[src/rtl/imem_loader.sv]
// Instruction-memory image loader: unpacks a framed byte stream into 32-bit words,
// writes them to sequential word addresses and holds the core in reset until the checksum passes.
module imem_loader #(
  parameter int unsigned ADDR_W = 6,
  parameter logic [7:0]  HDR    = 8'hA5
) (
  input  logic              CLK,
  input  logic              rst,
  input  logic              rx_valid,
  input  logic [7:0]        rx_data,
  output logic              rx_ready,
  output logic              imem_we,
  output logic [ADDR_W-1:0] imem_addr,
  output logic [31:0]       imem_wdata,
  output logic              core_rst,
  output logic              done,
  output logic              error
);

  // Counter width covers both the address range and the full 8-bit LEN byte.
  localparam int unsigned CW  = (ADDR_W > 8) ? ADDR_W : 8;
  localparam logic [CW:0]   CAP = {{CW{1'b0}}, 1'b1} << ADDR_W;
  localparam logic [CW-1:0] ONE = {{(CW-1){1'b0}}, 1'b1};

  typedef enum logic [2:0] {
    S_IDLE,
    S_LEN,
    S_DATA,
    S_CSUM,
    S_DONE,
    S_ERR
  } state_t;

  state_t              r_state, r_state_n;
  logic [CW-1:0]       r_len, r_len_n;
  logic [CW-1:0]       r_wcnt, r_wcnt_n;
  logic [1:0]          r_idx, r_idx_n;
  logic [7:0]          r_csum, r_csum_n;
  logic [23:0]         r_word, r_word_n;
  logic                r_we, r_we_n;
  logic [ADDR_W-1:0]   r_addr, r_addr_n;
  logic [31:0]         r_wdata, r_wdata_n;
  logic                r_core_rst, r_core_rst_n;
  logic                r_done, r_done_n;
  logic                r_error, r_error_n;

  logic                w_accept;
  logic                w_is_hdr;
  logic [CW:0]         w_len_ext;
  logic                w_len_bad;
  logic                w_last_word;

  assign rx_ready    = !rst;
  assign w_accept    = rx_valid && rx_ready;
  assign w_is_hdr    = (rx_data == HDR);
  assign w_len_ext   = {{(CW + 1 - 8){1'b0}}, rx_data};
  assign w_len_bad   = (rx_data == 8'd0) || (w_len_ext > CAP);
  assign w_last_word = (r_wcnt == (r_len - ONE));

  always_ff @(posedge CLK or posedge rst) begin
    if (rst) begin
      r_state    <= S_IDLE;
      r_len      <= '0;
      r_wcnt     <= '0;
      r_idx      <= '0;
      r_csum     <= '0;
      r_word     <= '0;
      r_we       <= 1'b0;
      r_addr     <= '0;
      r_wdata    <= '0;
      r_core_rst <= 1'b1;
      r_done     <= 1'b0;
      r_error    <= 1'b0;
    end else begin
      r_state    <= r_state_n;
      r_len      <= r_len_n;
      r_wcnt     <= r_wcnt_n;
      r_idx      <= r_idx_n;
      r_csum     <= r_csum_n;
      r_word     <= r_word_n;
      r_we       <= r_we_n;
      r_addr     <= r_addr_n;
      r_wdata    <= r_wdata_n;
      r_core_rst <= r_core_rst_n;
      r_done     <= r_done_n;
      r_error    <= r_error_n;
    end
  end

  always_comb begin
    r_state_n    = r_state;
    r_len_n      = r_len;
    r_wcnt_n     = r_wcnt;
    r_idx_n      = r_idx;
    r_csum_n     = r_csum;
    r_word_n     = r_word;
    r_we_n       = 1'b0;
    r_addr_n     = r_addr;
    r_wdata_n    = r_wdata;
    r_core_rst_n = r_core_rst;
    r_done_n     = r_done;
    r_error_n    = r_error;

    case (r_state)
      S_IDLE: begin
        if (w_accept && w_is_hdr) r_state_n = S_LEN;
      end

      S_LEN: begin
        if (w_accept) begin
          if (w_len_bad) begin
            r_state_n = S_ERR;
            r_error_n = 1'b1;
          end else begin
            r_len_n   = w_len_ext[CW-1:0];
            r_wcnt_n  = '0;
            r_idx_n   = '0;
            r_csum_n  = '0;
            r_state_n = S_DATA;
          end
        end
      end

      S_DATA: begin
        if (w_accept) begin
          r_csum_n = r_csum ^ rx_data;
          r_idx_n  = r_idx + 2'd1;
          case (r_idx)
            2'd0: r_word_n[7:0]   = rx_data;
            2'd1: r_word_n[15:8]  = rx_data;
            2'd2: r_word_n[23:16] = rx_data;
            default: begin
              // The top lane goes straight into the write word; no need to store it.
              r_we_n    = 1'b1;
              r_addr_n  = r_wcnt[ADDR_W-1:0];
              r_wdata_n = {rx_data, r_word};
              r_wcnt_n  = r_wcnt + ONE;
              if (w_last_word) r_state_n = S_CSUM;
            end
          endcase
        end
      end

      S_CSUM: begin
        if (w_accept) begin
          if (rx_data == r_csum) begin
            r_state_n    = S_DONE;
            r_done_n     = 1'b1;
            r_core_rst_n = 1'b0;
          end else begin
            r_state_n = S_ERR;
            r_error_n = 1'b1;
          end
        end
      end

      S_DONE: begin
        if (w_accept && w_is_hdr) begin
          r_state_n    = S_LEN;
          r_done_n     = 1'b0;
          r_core_rst_n = 1'b1;
        end
      end

      S_ERR: begin
        if (w_accept && w_is_hdr) begin
          r_state_n = S_LEN;
          r_error_n = 1'b0;
        end
      end

      default: begin
        r_state_n    = S_IDLE;
        r_core_rst_n = 1'b1;
        r_done_n     = 1'b0;
      end
    endcase
  end

  assign imem_we    = r_we;
  assign imem_addr  = r_addr;
  assign imem_wdata = r_wdata;
  assign core_rst   = r_core_rst;
  assign done       = r_done;
  assign error      = r_error;

endmodule

[config.mk]
export PLATFORM = sky130hd
export DESIGN_NAME = imem_loader
export DESIGN_NICKNAME = d
export VERILOG_FILES = /design/src/rtl/imem_loader.sv
export SDC_FILE = /design/constraint.sdc
export NUM_CORES = 1
export LEC_CHECK = 0
export CELL_PAD_IN_SITES_DETAIL_PLACEMENT = 0
export CELL_PAD_IN_SITES_GLOBAL_PLACEMENT = 1
export CORE_ASPECT_RATIO = 0.75
export CORE_MARGIN = 2
export CORE_UTILIZATION = 45
export DETAILED_ROUTE_END_ITERATION = 8
export GPL_TIMING_DRIVEN = 0
export HOLD_SLACK_MARGIN = 0.06
export PLACE_DENSITY = 0.91
export SYNTH_ARGS = -nofsm -noshare
export SYNTH_HDL_FRONTEND = slang
export SYNTH_SLANG_ARGS = --single-unit
[constraint.sdc]
create_clock -name CLK -period 3.75 [get_ports CLK]
set_input_delay 0.375 -clock CLK [delete_from_list [all_inputs] [get_ports CLK]]
set_output_delay 0.375 -clock CLK [all_outputs]
set_load 0.005 [all_outputs]
==> impl_metrics.csv, run 1 <==
group,metric,value,unit
detailed_routing,drt-initial-drc-count,214,
global_routing,grtUsageTotal,19.8,%
detailed_routing,vias,2939,
worst_setup_path,cp.arrival,2860,ps
worst_setup_path,r2r_cells,6,
global_routing,grt_max_degree,60,
logic_synthesis,synth_cell_types,49,
detailed_routing,routed_wl,9.27,mm
clock_tree,cts_buffers,9,
pwr,p_leak,0.00234,uW
worst_setup_path,endpoint_kind,"register",
flow_run,cap_violations,0,
floorplan,coreArea,0.00916,sq mm
clock_tree,ctsHoldBuffers,0,
final_layout,final_nets,427,
floorplan,rows,30,
timing,holdWs,322,ps
logic_synthesis,synth-compound-area-share,7.87,%
clock_tree,cts_resized,0,
clock_tree,worstSkewPairLatency,340,ps
clock_tree,htree_levels,3,
final_layout,diodes,0,
clock_tree,cts_setup_buffers,0,
final_layout,drive_above_1_share,23.9,%
timing,fin_crit,2640,ps
pwr,power_density,698,mW/mm^2
floorplan,start_util,46.8,%
timing,max_freq,379,MHz
pwr,p_seq_share,47.0,%
worst_setup_path,worstReg2RegStart,"r_state[2]",
final_layout,multiInputGateArea,0.00178,sq mm
global_routing,antenna_found_initial,0,
logic_synthesis,synth_fa_ha_area_share,1.75,%
logic_synthesis,synth_xor_area_share,4.49,%
global_routing,grt-ovfl-total,0,
timing,tightestPinTransition,661,ps
final_layout,layout_commonest_cell,"dfrtp_1",
timing,fin_skew,7.15,ps
logic_synthesis,synth.area.mux_share,16.5,%
detailed_routing,firstDrtPassIters,4,
timing,setup_viol,0,
final_layout,layout_common_cells,"dfrtp_1, mux2_2, clkdlybuf4s50_1",
placed_design,dp_hpwl,6.27,mm
outcome,status,"completed",
pwr,swShare,29.4,%
logic_synthesis,yosys.area_share.simple,10.8,%
worst_setup_path,path_class,"in2reg",
pwr,switching_power,1070,uW
final_layout,regArea,0.00238,sq mm
global_routing,grt_pass1_vias,2958,
timing,maxSlewHeadroom,55.5,%
worst_setup_path,crit_path_start_kind,"input pin",
floorplan,die-area,0.0103,sq mm
logic_synthesis,seq_area_frac_synth,55.4,%
timing,grt_setup_unrepaired,"false",
final_layout,areaGrowthSynthToFinish,22.0,%
timing,hold_violations,0,
floorplan,die_w,117,um
detailed_routing,drc,0,
clock_tree,cts.sinks,95,
pwr,internal-power,2580,uW
placed_design,place.gp.congestion,0.845,
worst_setup_path,crit_required,3970,ps
logic_synthesis,synthCells,351,
worst_setup_path,r2r_slack,1270,ps
pwr,clkPwrFrac,23.7,%
clock_tree,root_buffer,"clkbuf_16",
final_layout,postLayoutCellArea,0.00523,sq mm
clock_tree,clkSlewWorstSetupHoldPaths,60,ps
pwr,peakVddDrop,0.000376,V
detailed_routing,wire_per_inst,17.1,um
placed_design,postPlaceCellArea,0.00495,sq mm
logic_synthesis,synthesis.nets,368,
logic_synthesis,yosys_warnings,0,
worst_setup_path,worstReg2RegEnd,"imem_wdata[6]",
detailed_routing,viasPerCell,5.41,
final_layout,fillers,795,
clock_tree,clock_path_buffers,2,
timing,finalCritPeriodShare,70.3,%
detailed_routing,postRouteAntennaNets,0,
logic_synthesis,postSynthAreaPerCell,12.2,sq um
logic_synthesis,synth_top_family_by_area,"multiplexers",
clock_tree,cts_tree,"yes",
timing,maxSlewViolCount,0,
worst_hold_path,holdPathEnd,"r_len[1]",
worst_setup_path,crit_fanout,10,
floorplan,io_pins,54,
global_routing,grt_pass1_wl,15.2,mm
placed_design,portBuffers,47,
worst_setup_path,startpoint,"rx_valid",
timing,fin_setup_tns,0,ps
worst_hold_path,whs_path_depth,3,
worst_hold_path,hp-start,"rx_data[1]",
worst_hold_path,holdCritPathClass,"in2reg",
floorplan,die_h,88.6,um
pwr,p_comb_share,29.3,%
logic_synthesis,synth-seq-cells,95,
logic_synthesis,syn_area,0.00429,sq mm
## cell families after synthesis
| logic type | count (synthesis) |
|---|---|
| buffers and inverters | 27 |
| adder cells (fa/ha/maj) | 6 |
| AND/OR/NAND/NOR | 85 |
| AO/OA/AOI/OAI | 53 |
| multiplexers | 63 |
| flip-flops | 95 |
| XOR/XNOR | 22 |
## power groups by stage
| stage | Clock (uW) | Sequential (uW) | Combinational [uW] |
|---|---|---|---|
| after floorplan | 0 | 1670 | 579 |
| after global placement | 0 | 1700 | 1030 |
| after detailed placement | 0 | 1730 | 1070 |
| after CTS | 882 | 1710 | 1080 |
| after global routing | 927 | 1770 | 1190 |
| final | 864 | 1720 | 1070 |
## per-stage QoR
stage	total power [uW]	util [%]	instances	setup WS [ps]
4_1_cts	3680	57.1	543	1160
6_report	3650	57.1	543	1110
2_1_floorplan	2250	-	351	861
3_3_place_gp	2740	53.7	526	-1030
5_1_grt	3880	57.1	543	988
3_5_place_dp	2800	54.1	527	813
## layer usage
| layer | global-route usage (%) | vias to the layer above | routed length (um) |
|---|---|---|---|
| met4 | 5.67 | 0 | 129 |
| met3 | 7.40 | 12 | 550 |
| met2 | 29.3 | 78 | 4220 |
| met1 | 27.6 | 1505 | 4370 |
| met5 | 0 | - | 0 |
| li1 | - | 1344 | - |
## state kept, by name (all words and copies together) (netlist names), 2 cells and up
signal and flops:
r_len 8, r_csum 8, imem_wdata 32, r_idx 2
r_wcnt 8, r_state 3, r_word 24, imem_addr 6
## worst max-delay path, stage by stage
cell             delay (ps)
clkdlybuf4s50_1         480
nor2b_1                 400
nor3b_4                 510
nand2_2                 250
inv_2                   220
buf_4                   240
mux2_2                  350
## cell type report
class / instances / share of cell area [%]
repair buffers: 48 / 9.52
inverters: 11 / 0.837
clock buffers: 11 / 4.64
flip-flops and latches: 95 / 45.5
multi-input cells: 229 / 34.0
plain buffers: 16 / 1.77
well taps: 128 / 3.06
clock inverters: 5 / 0.741
## how the worst max path moves through the flow
stage / cells after the start / slack, ps / to
floorplan: 1 / 860 / done
global placement: 3 / -1030 / rx_ready
detailed placement: 7 / 810 / imem_wdata[9]
CTS: 7 / 1160 / imem_wdata[9]
global route: 8 / 990 / done
finish: 7 / 1110 / imem_wdata[6]
## synth_stat cells (all sizes together)
| cell | number | area, sq um |
|---|---|---|
| dfrtp | 94 | 2350 |
| xor2 | 14 | 123 |
| nand2 | 29 | 111 |
| clkbuf | 7 | 27.5 |
| a2111oi | 1 | 8.76 |
| a22oi | 2 | 15.0 |
| a21o | 3 | 22.5 |
| mux2 | 63 | 709 |
| and4 | 1 | 11.3 |
| a22o | 3 | 26.3 |
| a211oi | 3 | 22.5 |
| nor4 | 4 | 25.0 |
| and2 | 1 | 6.26 |
| and4b | 1 | 10.0 |
| a21oi | 2 | 13.8 |
| nor2 | 20 | 82.6 |
| nand3b | 3 | 22.5 |
| and3 | 1 | 6.26 |
| o31a | 1 | 8.76 |
| nor2b | 1 | 6.26 |
| o21ai | 31 | 166 |
| ha | 6 | 75.1 |
| or3 | 4 | 40.0 |
| nor3b | 1 | 18.8 |
| o2111ai | 1 | 8.76 |
| o31ai | 2 | 15.0 |
| nor3 | 4 | 20.0 |
| buf | 9 | 65.1 |
| nand4 | 6 | 52.6 |
| nand3 | 5 | 25.0 |
| dfstp | 1 | 26.3 |
| o32ai | 1 | 8.76 |
| inv | 11 | 41.3 |
| nand2b | 4 | 25.0 |
| a41oi | 1 | 8.76 |
| a31oi | 2 | 12.5 |
| xnor2 | 8 | 70.1 |
Power figures use the tool's default switching activity.
==> run 2: changes to the inputs <==
==> constraint.sdc (replaced) <==
create_clock -name CLK -period 2.55 [get_ports CLK]
set_input_delay 0.255 -clock CLK [delete_from_list [all_inputs] [get_ports CLK]]
set_output_delay 0.255 -clock CLK [all_outputs]
set_load 0.005 [all_outputs]
==> impl_metrics.csv, run 2 (synthesis gave the netlist of run 1 again) <==
group,metric,value,unit
final_layout,diodes,0,
floorplan,rows,30,
placed_design,portBuffers,47,
pwr,peakVddDrop,0.000654,V
final_layout,layout_common_cells,"dfrtp_1, mux2_2, clkdlybuf4s50_1",
clock_tree,htree_levels,3,
clock_tree,root_buffer,"clkbuf_16",
worst_setup_path,path_class,"in2out",
flow_run,cap_violations,0,
floorplan,die_w,117,um
worst_setup_path,crit_required,2300,ps
detailed_routing,viasPerCell,5.33,
pwr,internal-power,3900,uW
timing,finalCritPeriodShare,94.3,%
placed_design,dp_hpwl,6.38,mm
worst_hold_path,holdCritPathClass,"in2reg",
floorplan,io_pins,54,
pwr,p_leak,0.00238,uW
global_routing,grt_max_degree,41,
floorplan,coreArea,0.00916,sq mm
final_layout,areaGrowthSynthToFinish,24.0,%
worst_setup_path,cp.arrival,2150,ps
clock_tree,worstSkewPairLatency,340,ps
detailed_routing,drt-initial-drc-count,160,
outcome,status,"completed",
clock_tree,clkSlewWorstSetupHoldPaths,70,ps
placed_design,place.gp.congestion,0.839,
clock_tree,cts.sinks,95,
detailed_routing,firstDrtPassIters,4,
floorplan,start_util,46.8,%
pwr,clkPwrFrac,25.2,%
pwr,switching_power,1600,uW
clock_tree,cts_tree,"yes",
detailed_routing,postRouteAntennaNets,0,
final_layout,drive_above_1_share,25.6,%
global_routing,antenna_found_initial,0,
final_layout,fin_util,58.1,%
floorplan,die_h,88.6,um
timing,grt_setup_unrepaired,"false",
floorplan,die-area,0.0103,sq mm
global_routing,grt_pass1_wl,15.7,mm
timing,maxSlewHeadroom,55.0,%
timing,max_freq,416,MHz
worst_setup_path,endpoint_kind,"output port",
timing,setup_viol,0,
timing,hold_violations,0,
detailed_routing,drc,0,
worst_setup_path,crit_path_start_kind,"input pin",
timing,fin_skew,4.89,ps
clock_tree,clock_path_buffers,2,
pwr,p_seq_share,45.9,%
detailed_routing,routed_wl,9.57,mm
detailed_routing,wire_per_inst,17.4,um
pwr,power_density,1030,mW/mm^2
timing,maxSlewViolCount,0,
clock_tree,ctsHoldBuffers,0,
final_layout,fillers,798,
detailed_routing,vias,2929,
timing,fin_crit,2400,ps
timing,fin_setup_tns,0,ps
timing,holdWs,202,ps
global_routing,grt-ovfl-total,0,
clock_tree,cts_buffers,9,
final_layout,final_nets,434,
pwr,p_comb_share,28.9,%
global_routing,grt_pass1_vias,3021,
global_routing,grtUsageTotal,20.3,%
final_layout,largest_reg_flops,32,
final_layout,layout_commonest_cell,"dfrtp_1",
pwr,swShare,29.1,%
timing,tightestPinTransition,671,ps
worst_setup_path,crit_fanout,40,
-- run 2: area by class of cell --
type	count	area, sq um	share of cell area, %
tap	128	160	3.01
buffer	16	92.6	1.74
clock inverter	6	68.8	1.29
inverter	11	45.0	0.846
timing repair buffer	54	548	10.3
sequential	95	2380	44.7
clock buffer	10	239	4.49
timing repair inverter	1	5.00	0.0941
multi-input combinational	229	1780	33.5
-- run 2: final timing paths --
path	startpoint	to	slack [ps]	cells after the start
min in group asynchronous	rst	r_state[2]	440	2
max	rst	rx_ready	150	4
min	rx_data[1]	r_csum[1]	200	3
min reg2reg	r_word[7]	r_word[7]	480	2
max in group asynchronous	rst	r_word[6]	1360	4
max reg2reg	r_state[2]	imem_wdata[4]	300	6
-- run 2: power groups by stage --
| stage | Clock [uW] | Combinational (uW) | Sequential (uW) |
|---|---|---|---|
| 3_5_place_dp | 0 | 1590 | 2540 |
| 2_1_floorplan | 0 | 852 | 2460 |
| 4_1_cts | 1410 | 1600 | 2520 |
| 6_report | 1380 | 1590 | 2520 |
| 5_1_grt | 1460 | 1760 | 2600 |
| 3_3_place_gp | 0 | 1520 | 2510 |
-- run 2: worst max-delay path, stage by stage --
cell	delay, ps
clkdlybuf4s50_1	650
clkinvlp_4	440
buf_12	330
clkdlybuf4s50_1	470
-- run 2: what timing repair did --
action / 4_1_cts / 5_1_grt
buffers inserted: 0 / 5
resized for setup: 0 / 1
endpoints found under the setup margin: 1 / 30
cloned: 1 / 0
endpoints found under the hold margin: 0 / 0
-- run 2: through the flow --
stage	cell area, sq um	setup slack (ps)	cells	power, uW
global placement	4920	-1050	526	4030
finish	5320	146	550	5490
floorplan	4290	572	351	3310
CTS	5280	16.3	545	5540
detailed placement	4960	-188	528	4130
global route	5320	8.18	550	5820
-- run 2: routing by layer --
layer  global-route usage (%)  wire length, um  vias to the layer above
met3                     5.82              717                       16
met5                        0                0                        -
met4                     7.49              155                        0
met1                     29.0             4450                     1469
met2                     29.8             4250                       73
li1                         -                -                     1371
==> run 3: changes to the inputs <==
--- a/config.mk
+++ b/config.mk
@@ -10,10 +10,12 @@
 export CORE_ASPECT_RATIO = 0.75
 export CORE_MARGIN = 2
 export CORE_UTILIZATION = 45
+export CTS_CLUSTER_SIZE = 30
 export DETAILED_ROUTE_END_ITERATION = 8
 export GPL_TIMING_DRIVEN = 0
 export HOLD_SLACK_MARGIN = 0.06
 export PLACE_DENSITY = 0.91
+export SKIP_CTS_REPAIR_TIMING = 1
 export SYNTH_ARGS = -nofsm -noshare
 export SYNTH_HDL_FRONTEND = slang
 export SYNTH_SLANG_ARGS = --single-unit
==> impl_metrics.csv, run 3 (synthesis gave the netlist of run 1 again) <==
group,metric,value,unit
timing,hold_violations,0,
timing,maxSlewHeadroom,56.3,%
clock_tree,cts.sinks,95,
global_routing,grt_pass1_wl,15.4,mm
timing,max_freq,444,MHz
worst_setup_path,path_class,"reg2reg",
global_routing,grt-ovfl-total,0,
timing,setup_viol,0,
worst_setup_path,r2r_slack,300,ps
worst_setup_path,r2r_cells,6,
global_routing,grt_pass1_vias,2998,
final_layout,fin_util,58.1,%
clock_tree,htree_levels,3,
final_layout,layout_common_cells,"dfrtp_1, mux2_2, clkdlybuf4s50_1",
floorplan,io_pins,54,
final_layout,areaGrowthSynthToFinish,24.0,%
worst_setup_path,crit_required,2780,ps
floorplan,rows,30,
global_routing,antenna_found_initial,0,
final_layout,fillers,799,
pwr,power_density,1030,mW/mm^2
clock_tree,worstSkewPairLatency,340,ps
timing,fin_crit,2250,ps
worst_setup_path,worstReg2RegStart,"r_state[2]",
clock_tree,clock_path_buffers,2,
floorplan,die-area,0.0103,sq mm
detailed_routing,firstDrtPassIters,4,
final_layout,layout_commonest_cell,"dfrtp_1",
global_routing,grt_max_degree,41,
clock_tree,clkSlewWorstSetupHoldPaths,70,ps
floorplan,die_w,117,um
final_layout,multiInputGateArea,0.00178,sq mm
worst_setup_path,crit_slowest_cell,"dfrtp_1",
pwr,p_leak,0.00239,uW
detailed_routing,wire_per_inst,17.1,um
placed_design,portBuffers,47,
worst_hold_path,holdCritPathClass,"in2async",
final_layout,largest_reg_flops,32,
timing,maxSlewViolCount,0,
pwr,p_total,5490,uW
detailed_routing,viasPerCell,5.35,
final_layout,postLayoutCellArea,0.00532,sq mm
pwr,peakVddDrop,0.000657,V
timing,setup_slack,296,ps
clock_tree,cts_buffers,9,
floorplan,start_util,46.8,%
detailed_routing,drt-initial-drc-count,137,
detailed_routing,vias,2935,
final_layout,diodes,0,
final_layout,regArea,0.00238,sq mm
floorplan,coreArea,0.00916,sq mm
worst_setup_path,crit_path_start_kind,"register",
placed_design,pre_cts_ws,-188,ps
outcome,status,"completed",
clock_tree,cts_tree,"yes",
timing,finalCritPeriodShare,88.4,%
timing,grt_setup_unrepaired,"false",
flow_run,cap_violations,0,
timing,fin_skew,4.83,ps
placed_design,dp_hpwl,6.38,mm
final_layout,drive_above_1_share,25.4,%
worst_setup_path,worstReg2RegEnd,"imem_wdata[4]",
floorplan,die_h,88.6,um
global_routing,grtUsageTotal,20.0,%
clock_tree,root_buffer,"clkbuf_16",
placed_design,postPlaceCellArea,0.00496,sq mm
worst_setup_path,path_cells,"nand2b_1 -> nor3b_4 -> nand2_2 -> inv_2 -> buf_4 -> mux2_2",
worst_setup_path,crit_fanout,10,
detailed_routing,postRouteAntennaNets,0,
worst_setup_path,cp.arrival,2480,ps
worst_setup_path,max_stage_delay,430,ps
timing,tightestPinTransition,655,ps
detailed_routing,routed_wl,9.40,mm
worst_setup_path,endpoint_kind,"register",
detailed_routing,drc,0,
placed_design,place.gp.congestion,0.839,
final_layout,final_nets,433,
[run 3: where the power goes]
part           internal [uW]  leakage, uW  switching, uW  total [uW]
registers               2110      0.00123            409        2520
clock network            792     0.000149            591        1380
logic                    996      0.00101            591        1590
[run 3: metrics by stage]
step / cells / TNS, ps / hold slack, ps
3_5_place_dp: 528 / -5170 / 471
3_3_place_gp: 526 / -6920 / 460
6_report: 549 / 0 / 53.3
2_1_floorplan: 351 / 0 / 444
4_1_cts: 544 / -11.3 / 194
5_1_grt: 549 / 0 / 107
[run 3: how the worst max path moves through the flow]
stage / start / endpoint / slack (ps) / depth (start not counted)
after global placement: rst / rx_ready / -1050 / 3
after global routing: rx_data[6] / done / 130 / 8
final: r_state[2] / imem_wdata[4] / 300 / 6
after floorplan: r_state[2] / imem_wdata[12] / 570 / 6
after detailed placement: rst / imem_wdata[21] / -190 / 7
after CTS: rst / rx_ready / -10 / 4
[run 3: cell type report]
type / instances / share of cell area (%)
clock buffer: 10 / 4.49
multi-input combinational: 229 / 33.5
sequential: 95 / 44.7
buffer: 16 / 1.74
tap: 128 / 3.01
clock inverter: 6 / 1.29
inverter: 11 / 0.847
timing repair buffer: 54 / 10.4
[run 3: critical path, delay by kind of cell (launching register included)]
family | cells | cell delay, ps
and+or+nand+nor | 3 | 910
buffers and inverters | 2 | 440
DFF | 1 | 430
muxes | 1 | 350
[run 3: metal layers]
layer / global-route usage, % / wire [um] / up-vias
li1: - / - / 1366
met1: 28.2 / 4380 / 1458
met2: 29.5 / 4230 / 93
met3: 5.82 / 642 / 18
met4: 7.49 / 142 / 0
met5: 0 / 0 / -
